[src/rtl/mem_lsu.sv]
// mem_lsu: registered req/ack load/store master for the MEM stage. A zero-wait single beat stalls 2 cycles, plus 1 per wait state.
// The pipeline stalls while a beat is pending and TIMEOUT_CYC bounds each beat; define MISALIGN_SPLIT_EN for two-beat misaligned accesses.
module mem_lsu #(
   parameter int ADDR_W      = 32,
   parameter int TIMEOUT_CYC = 255
) (
   input  logic              clk,
   input  logic              rst,
   input  logic              valid_i,
   input  logic [7:0]        aluop_i,
   input  logic [4:0]        wd_i,
   input  logic              wreg_i,
   input  logic [31:0]       wdata_i,
   input  logic [ADDR_W-1:0] mem_addr_i,
   input  logic [31:0]       reg2_i,
   output logic [4:0]        wd_o,
   output logic              wreg_o,
   output logic [31:0]       wdata_o,
   output logic              stall_req_o,
   output logic              err_o,
   output logic              bus_req_o,
   output logic              bus_we_o,
   output logic [ADDR_W-1:0] bus_addr_o,
   output logic [3:0]        bus_sel_o,
   output logic [31:0]       bus_wdata_o,
   input  logic              bus_ack_i,
   input  logic [31:0]       bus_rdata_i
);
   localparam logic [7:0] EXE_LB  = 8'b1110_0000;
   localparam logic [7:0] EXE_LH  = 8'b1110_0001;
   localparam logic [7:0] EXE_LW  = 8'b1110_0011;
   localparam logic [7:0] EXE_LBU = 8'b1110_0100;
   localparam logic [7:0] EXE_LHU = 8'b1110_0101;
   localparam logic [7:0] EXE_SB  = 8'b1110_1000;
   localparam logic [7:0] EXE_SH  = 8'b1110_1001;
   localparam logic [7:0] EXE_SW  = 8'b1110_1011;
   localparam logic [15:0] TO_LAST = 16'(TIMEOUT_CYC - 1);

   typedef enum logic [2:0] {IDLE, BEAT0, BEAT1, DONE, ERR} state_t;

   function automatic logic op_is_mem(input logic [7:0] op);
      case (op)
         EXE_LB, EXE_LH, EXE_LW, EXE_LBU, EXE_LHU, EXE_SB, EXE_SH, EXE_SW: return 1'b1;
         default: return 1'b0;
      endcase
   endfunction

   function automatic logic op_is_store(input logic [7:0] op);
      return (op == EXE_SB) || (op == EXE_SH) || (op == EXE_SW);
   endfunction

   function automatic logic op_is_signed(input logic [7:0] op);
      return (op == EXE_LB) || (op == EXE_LH);
   endfunction

   // 0 = byte, 1 = half, 2 = word
   function automatic logic [1:0] op_size(input logic [7:0] op);
      case (op)
         EXE_LB, EXE_LBU, EXE_SB: return 2'd0;
         EXE_LH, EXE_LHU, EXE_SH: return 2'd1;
         default:                 return 2'd2;
      endcase
   endfunction

   function automatic logic [3:0] size_mask(input logic [1:0] sz);
      case (sz)
         2'd0:    return 4'b0001;
         2'd1:    return 4'b0011;
         default: return 4'b1111;
      endcase
   endfunction

   function automatic logic [31:0] fmt_wdata(input logic [1:0] sz, input logic [1:0] k, input logic [31:0] d);
      logic [4:0] sh;
      sh = {k, 3'b000};
      case (sz)
         2'd0:    return {4{d[7:0]}};
         2'd1:    return {2{d[15:0]}};
         default: return (d << sh) | (d >> (6'd32 - {1'b0, sh}));
      endcase
   endfunction

   state_t      state;
   logic [15:0] cnt;
   logic [7:0]  op_q;
   logic [1:0]  k_q;
   logic [4:0]  wd_q;
   logic        wreg_q;
   logic [31:0] beat0_q;
   logic [31:0] beat1_v;
   logic [31:0] raw;
   logic [31:0] load_res;

   logic       in_mem, in_split, go_err;
   logic [1:0] in_k, in_size;
   logic [3:0] in_sel;

   assign in_mem   = valid_i && op_is_mem(aluop_i);
   assign in_k     = mem_addr_i[1:0];
   assign in_size  = op_size(aluop_i);
   assign in_split = ((in_size == 2'd2) && (in_k != 2'd0)) || ((in_size == 2'd1) && (in_k == 2'd3));
   assign in_sel   = 4'({4'b0000, size_mask(in_size)} << in_k);

`ifdef MISALIGN_SPLIT_EN
   logic [31:0] beat1_q;
   logic        split_q;
   logic [3:0]  sel1;
   assign go_err  = 1'b0;
   assign beat1_v = beat1_q;
   assign sel1    = size_mask(op_size(op_q)) >> (3'd4 - {1'b0, k_q});
`else
   assign go_err  = in_split;
   assign beat1_v = 32'h0;
`endif

   always_ff @(posedge clk or negedge rst) begin
      if (!rst) begin
         state       <= IDLE;
         cnt         <= '0;
         op_q        <= '0;
         k_q         <= '0;
         wd_q        <= '0;
         wreg_q      <= 1'b0;
         beat0_q     <= '0;
         err_o       <= 1'b0;
         bus_req_o   <= 1'b0;
         bus_we_o    <= 1'b0;
         bus_addr_o  <= '0;
         bus_sel_o   <= '0;
         bus_wdata_o <= '0;
`ifdef MISALIGN_SPLIT_EN
         beat1_q     <= '0;
         split_q     <= 1'b0;
`endif
      end else begin
         err_o <= 1'b0;
         case (state)
            IDLE: if (in_mem) begin
               op_q   <= aluop_i;
               k_q    <= in_k;
               wd_q   <= wd_i;
               wreg_q <= wreg_i;
               cnt    <= '0;
`ifdef MISALIGN_SPLIT_EN
               split_q <= in_split;
`endif
               if (go_err) begin
                  state <= ERR;
                  err_o <= 1'b1;
               end else begin
                  state       <= BEAT0;
                  bus_req_o   <= 1'b1;
                  bus_we_o    <= op_is_store(aluop_i);
                  bus_addr_o  <= {mem_addr_i[ADDR_W-1:2], 2'b00};
                  bus_sel_o   <= in_sel;
                  bus_wdata_o <= fmt_wdata(in_size, in_k, reg2_i);
               end
            end
            BEAT0: if (bus_req_o && bus_ack_i) begin
               beat0_q <= bus_rdata_i;
               cnt     <= '0;
`ifdef MISALIGN_SPLIT_EN
               if (split_q) begin
                  state      <= BEAT1;
                  bus_addr_o <= bus_addr_o + ADDR_W'(4);
                  bus_sel_o  <= sel1;
               end else begin
                  state     <= DONE;
                  bus_req_o <= 1'b0;
               end
`else
               state     <= DONE;
               bus_req_o <= 1'b0;
`endif
            end else if (cnt == TO_LAST) begin
               state     <= ERR;
               err_o     <= 1'b1;
               bus_req_o <= 1'b0;
            end else begin
               cnt <= cnt + 16'd1;
            end
`ifdef MISALIGN_SPLIT_EN
            BEAT1: if (bus_req_o && bus_ack_i) begin
               beat1_q   <= bus_rdata_i;
               state     <= DONE;
               bus_req_o <= 1'b0;
            end else if (cnt == TO_LAST) begin
               state     <= ERR;
               err_o     <= 1'b1;
               bus_req_o <= 1'b0;
            end else begin
               cnt <= cnt + 16'd1;
            end
`endif
            default: state <= IDLE;
         endcase
      end
   end

   assign raw = 32'({beat1_v, beat0_q} >> {k_q, 3'b000});

   always_comb begin
      load_res = raw;
      case (op_size(op_q))
         2'd0:    load_res = op_is_signed(op_q) ? {{24{raw[7]}}, raw[7:0]} : {24'h0, raw[7:0]};
         2'd1:    load_res = op_is_signed(op_q) ? {{16{raw[15]}}, raw[15:0]} : {16'h0, raw[15:0]};
         default: load_res = raw;
      endcase
   end

   // Held at zero during reset so an aborted access cannot leak a writeback or stall.
   always_comb begin
      wd_o        = '0;
      wreg_o      = 1'b0;
      wdata_o     = '0;
      stall_req_o = 1'b0;
      if (rst) begin
         case (state)
            IDLE: begin
               wd_o        = wd_i;
               wreg_o      = wreg_i && !in_mem;
               wdata_o     = wdata_i;
               stall_req_o = in_mem;
            end
            BEAT0, BEAT1: stall_req_o = 1'b1;
            DONE: begin
               wd_o    = wd_q;
               wreg_o  = wreg_q;
               wdata_o = op_is_store(op_q) ? wdata_i : load_res;
            end
            default: ;
         endcase
      end
   end
endmodule

[config.mk]
export PLATFORM = sky130hd
export DESIGN_NAME = mem_lsu
export DESIGN_NICKNAME = d
export VERILOG_FILES = /design/src/rtl/mem_lsu.sv
export SDC_FILE = /design/constraint.sdc
export NUM_CORES = 1
export LEC_CHECK = 0
export CAP_MARGIN = 10
export CORE_MARGIN = 5
export CORE_UTILIZATION = 30
export CTS_CLUSTER_DIAMETER = 30
export DETAILED_ROUTE_END_ITERATION = 12
export PLACE_DENSITY = 0.55
export SETUP_SLACK_MARGIN = 0.1
export SLEW_MARGIN = 20
export SYNTH_ARGS = -nofsm -noshare
export SYNTH_HDL_FRONTEND = slang
export SYNTH_SLANG_ARGS = --single-unit
[constraint.sdc]
create_clock -name clk -period 5.2 [get_ports clk]
set_input_delay 1.3 -clock clk [delete_from_list [all_inputs] [get_ports clk]]
set_output_delay 1.3 -clock clk [all_outputs]
set_load 0.01 [all_outputs]
==> results_dict.tcl, run 1 <==
set metrics [dict create \
    fmax_mhz 215 \
    rows 57 \
    tightest_slew_ps 984 \
    max_stage_delay_ps 600 \
    slew_viol_final 0 \
    io_pins 256 \
    clock_path_buffers 2 \
    fin_crit_sh_pct 89.5 \
    critPathMostFrequentCell "clkdlybuf4s50_1" \
    power_density_nw_per_um2 297 \
    worstPathRequired_ps 3900 \
    syn-instance-count 798 \
    gp_congestion 0.801 \
    grt_usage_pct 18.1 \
    fin_crit_ps 4650 \
    via_count 6972 \
    maxCapViolations 0 \
    dp.final_hpwl_um 19100 \
    pre_cts_ws_ps 556 \
    yosysSeqAreaShare_pct 45.5 \
    nFillCells 2384 \
    yosysUniqueCellTypes 59 \
    die_h_um 168 \
    clock_skew_ps 9.44 \
    synth_area_per_cell_um2 9.38 \
    cts_buffers 17 \
    root_buffer "clkbuf_16" \
    finalSetupViolCount 0 \
    peakVddDrop_uv 171 \
    cts_setup_buffers 0 \
    ys.flop_type "dfrtp_1" \
    seqCellArea_um2 3400 \
    coreArea_um2 24500 \
    post_cts_resized 0 \
    cts_tree "yes" \
    grt_pass1_vias 6820 \
    overflow 0 \
    post_drt_via_cell_ratio 5.09 \
    first_iter_violations 410 \
    synth-async-reset-ratio_pct 100 \
    fp.dieW_um 168 \
    status "finished, final reports clean" \
    netlist_area_um2 7490 \
    crit_slowest_cell "clkdlybuf4s50_1" \
    ant_nets 0 \
    power.leakage_nw 4.78 \
    yosys_warnings 0 \
    io_buffers 253 \
    die-area_um2 28200 \
    critPathMaxFanout 4 \
    grt_start_max_net_pins 138 \
    clock-sinks 136 \
    multi_input_area_um2 3840 \
    ys_seq_elements 136 \
    insertion_delay_ps 420 \
    drt_wl_total_um 26100 \
    htreeDepth 4 \
    criticalPathCategory "input port to primary output" \
    r2r_cells 6 \
    start_kind "input port" \
    tns_ps 0 \
    slew_headroom_pct 34.2 \
    dr.pass1.iters 5 \
    rsz0062_at_grt "false" \
    synthToLayoutAreaGrowth_pct 46.0 \
    fin_nets 1181 \
    antenna_found_initial 2 \
    drc 0 \
    fin_ws_ps 547 \
    cp-end-kind "primary output" \
    wl_per_cell_um 19.1 \
    worstHoldPathCells 1 \
    postCtsHoldBufs 0 \
    start_util_pct 30.6 \
    final-hold-violation-count 0 \
    worstPathArrival_ps 3350 \
    clk_pin_slew_ps 60 \
    hold_class "flip-flop to flip-flop" \
    synth-edff-count 0 \
    path_cells "clkdlybuf4s50_1 -> nand4b_1 -> a2111oi_4 -> nor3_1 -> nor4b_1 -> clkdlybuf4s50_1" \
    drive_gt1_share_pct 10.5 \
    grt_pass1_wl_um 40800 \
]
==> power breakdown <==
group / internal (W) / total, W / switching [W] / leakage, nW
registers: 0.00118 / 0.00127 / 0.0000866 / 1.82
logic: 0.000417 / 0.000773 / 0.000356 / 2.67
clock network: 0.000642 / 0.00120 / 0.000559 / 0.284
total: 0.00224 / 0.00324 / 0.00100 / 4.78
==> synthesized netlist by cell type, drive strengths merged, types with 2 or more instances <==
cell,instances,area [um^2]
a22oi,15,113
nand4,9,56.3
and3,4,25.0
nand4b,3,26.3
ha,4,50.1
dfrtp,136,3400
mux2,59,664
nor4b,3,32.5
a21o,3,22.5
o21a,7,52.6
or3,4,25.0
a211o,8,70.1
a221o,8,80.1
or2,4,25.0
or4b,2,20.0
nand2,173,649
nor2b,5,31.3
and4,2,17.5
buf,22,118
nor4,2,12.5
mux2i,37,370
a21oi,42,210
and2,5,31.3
a221oi,24,210
nor2,45,169
o21ai,43,219
nand2b,3,18.8
clkbuf,35,131
a211oi,10,75.1
o22ai,2,12.5
nand3,21,105
o211ai,8,60.1
o31ai,4,30.0
inv,8,30.0
nor3,10,61.3
a31oi,9,56.3
a32o,7,70.1
==> through the flow <==
| stage | area, um^2 | std cells | util (%) | total power [W] | hold slack (ps) |
|---|---|---|---|---|---|
| floorplan | 7490 | 799 | - | 0.00160 | 433 |
| global placement | 10300 | 1336 | 42.3 | 0.00207 | 449 |
| detailed placement | 10300 | 1336 | 42.3 | 0.00207 | 453 |
| CTS | 10900 | 1368 | 44.7 | 0.00328 | 470 |
| global route | 10900 | 1370 | 44.7 | 0.00340 | 486 |
| finish | 10900 | 1370 | 44.7 | 0.00324 | 467 |
==> placed cells by master (no fill, tap or decap), drive strengths merged, types with 10 or more instances in the layout <==
master,n
mux2i,37
a21oi,42
nor3,10
clkdlybuf4s50,252
dfrtp,136
buf,18
nand2,173
mux2,59
inv,18
o21ai,43
a221oi,24
a22oi,15
nor2,45
nand3,21
clkbuf,17
a211oi,10
==> metal layers <==
| metal | up-vias | track usage [%] | part of all wire, % |
|---|---|---|---|
| li1 | 3371 | - | - |
| met1 | 3368 | 25.4 | 47 |
| met2 | 207 | 26.9 | 44 |
| met3 | 26 | 5.58 | 7.0 |
| met4 | 0 | 4.98 | 1.7 |
| met5 | - | 0 | 0 |
==> final timing paths <==
| kind | startpoint | end | slack (ps) |
|---|---|---|---|
| min in group asynchronous | rst | wd_q[3] | 1060 |
| max reg2reg | state[2] | bus_wdata_o[15] | 2550 |
| min | op_q[5] | op_q[5] | 470 |
| min reg2reg | op_q[5] | op_q[5] | 470 |
| max | aluop_i[4] | stall_req_o | 550 |
| max in group asynchronous | rst | bus_wdata_o[31] | 3590 |
==> cell families after synthesis <==
logic type | synth area share, %
and+or+nand+nor | 17.8
AOI/OAI and AO/OA | 18.2
DFF | 45.5
muxes | 14.1
buffers and inverters | 3.73
adders and majority gates | 0.668
other | 0.0501
==> critical path, delay by kind of cell <==
kind,cells,cell delay [ps]
AO/OA/AOI/OAI,1,380
AND/OR/NAND/NOR,3,670
buffers and inverters,2,990
==> registers in the layout (all words and copies together) (netlist names) <==
name	flops
beat0_q	32
bus_addr_o	30
bus_req_o	1
bus_sel_o	4
bus_wdata_o	32
bus_we_o	1
cnt	16
err_o	1
k_q	2
op_q	8
state	3
wd_q	5
wreg_q	1
==> area by class of cell <==
type	count	share of cell area, %
diodes	2	0.0458
clock inverters	15	1.41
clock buffers	17	3.89
flip-flops and latches	136	31.1
well taps	324	3.71
multi-input cells	598	35.1
repair buffers	270	24.5
inverters	8	0.275
Power figures use the tool's default switching activity.
==> inputs of run 2 (changes only) <==
- CORE_ASPECT_RATIO: unset -> 0.75
==> run 2 against run 1 <==
Global-route usage is 0.79 points higher; register-to-register slack got worse by 80 ps; utilization down 0.47 points; clock skew rose by 0.93 ps; die area increased by 0.12%; sequential share of layout area decreased by 0.068 points; clock-buffer cell count rose by 3; wire length grew 2.7%; non-clock buffer count grew 2; worst setup slack worse by 130 ps; sequential power about the same; critical path depth increased by 2; critical endpoint is now wreg_o.
==> results_dict.tcl, run 2 (synthesized netlist as in run 1, its figures left out) <==
set metrics [dict create \
    fmax_mhz 209 \
    hold_class "flip-flop to flip-flop" \
    final_cell_mix "clkdlybuf4s50_1, nand2_1, dfrtp_1" \
    root_buffer "clkbuf_16" \
    grt_usage_pct 18.9 \
    grt_pass1_vias 6931 \
    power_w 0.00325 \
    rsz0062_at_grt "false" \
    slew_headroom_pct 27.6 \
    io_buffers 253 \
    finalSetupViolCount 0 \
    dr.pass1.iters 5 \
    first_iter_violations 446 \
    peakVddDrop_uv 212 \
    synthToLayoutAreaGrowth_pct 46.3 \
    cts_tree "yes" \
    place_area_um2 10400 \
    maxCapViolations 0 \
    fin_crit_ps 4780 \
    cp-end-kind "primary output" \
    start_kind "input port" \
    htreeDepth 4 \
    reg_top3 "beat0_q: 32 flops, bus_wdata_o: 32 flops, bus_addr_o: 30 flops" \
    worstPathArrival_ps 3480 \
    fin_nets 1183 \
    tightest_slew_ps 1090 \
    criticalPathCategory "input port to primary output" \
    clk_pin_slew_ps 60 \
    rows 50 \
    critPathMaxFanout 6 \
    overflow 0 \
    postCtsHoldBufs 0 \
    drc 0 \
    grt_start_max_net_pins 138 \
    ant_nets 0 \
    coreArea_um2 24800 \
    wl_per_cell_um 19.4 \
    drive_gt1_share_pct 10.6 \
    final_area_um2 11000 \
    dp.final_hpwl_um 19500 \
    fin_crit_sh_pct 92.0 \
    cts_setup_buffers 0 \
    fp.dieW_um 192 \
    die-area_um2 28300 \
    post_cts_resized 0 \
    insertion_delay_ps 430 \
    clock_skew_ps 10.4 \
    tns_ps 0 \
    io_pins 256 \
    gp_congestion 0.806 \
    die_h_um 147 \
    clock_path_buffers 2 \
    slew_viol_final 0 \
    power_density_nw_per_um2 296 \
    antenna_found_initial 2 \
    post_drt_via_cell_ratio 5.05 \
    cts_buffers 17 \
    status "finished, final reports clean" \
    drt_wl_total_um 26800 \
    final_common_cell "clkdlybuf4s50_1" \
    via_count 6996 \
    clock-sinks 136 \
    final-hold-violation-count 0 \
    worstPathRequired_ps 3900 \
    start_util_pct 30.2 \
    grt_pass1_wl_um 41400 \
    power.leakage_nw 4.78 \
]
[run 2: changes by cell type in the layout (fill, tap and decap cells not counted), moves of 2 or more]
cell | before | now
clkinvlp_4 | 1 | 3
clkbuf_8 | 0 | 2
clkinv_4 | 1 | 4
clkinv_8 | 2 | 0
buf_4 | 16 | 18
inv_8 | 5 | 0
inv_6 | 5 | 3
[run 2: layer usage]
metal | part of all wire [%] | vias to the layer above | global-route usage, %
met5 | 0.10 | - | 0
met4 | 1.5 | 4 | 4.85
met3 | 5.9 | 31 | 5.23
met2 | 44 | 171 | 27.7
met1 | 49 | 3417 | 27.4
li1 | - | 3373 | -
[run 2: cell type report]
cell class	count	area, um^2
Fill cell	2463	13800
Multi-Input combinational cell	598	3830
Sequential cell	136	3400
Timing Repair Buffer	272	2690
Clock buffer	20	457
Tap cell	338	423
Clock inverter	12	119
Inverter	8	30.0
Antenna cell	2	5.00
[run 2: stage by stage]
step / instances / setup slack (ps) / hold WS (ps) / util, %
2_1_floorplan: 799 / 1360 / 433 / -
3_3_place_gp: 1352 / 440 / 449 / 41.9
3_5_place_dp: 1352 / 407 / 452 / 41.9
4_1_cts: 1384 / 393 / 470 / 44.2
5_1_grt: 1384 / 256 / 478 / 44.2
6_report: 1386 / 415 / 465 / 44.2
[run 2: worst max-delay path, stage by stage]
cell and delay [ps]:
clkdlybuf4s50_1 390, nand4b_1 310, a2111oi_4 460, buf_4 220, nor2b_1 70, a22oi_1 160
nor2_1 80, clkdlybuf4s50_1 480
[run 2: where the power goes]
part	internal, W	switching, W
clock network	0.000690	0.000507
registers	0.00118	0.0000871
logic	0.000418	0.000361
[run 2: final timing paths]
path / start / end / slack, ps / depth (start not counted)
worst max register to register: state[2] / bus_wdata_o[14] / 2470 / 6
max in group asynchronous: rst / beat0_q[4] / 3580 / 2
worst min register to register: bus_addr_o[20] / bus_addr_o[20] / 470 / 2
min in group asynchronous: rst / beat0_q[28] / 1040 / 2
worst min-delay path: bus_addr_o[20] / bus_addr_o[20] / 470 / 2
worst max-delay path: aluop_i[4] / wreg_o / 420 / 8
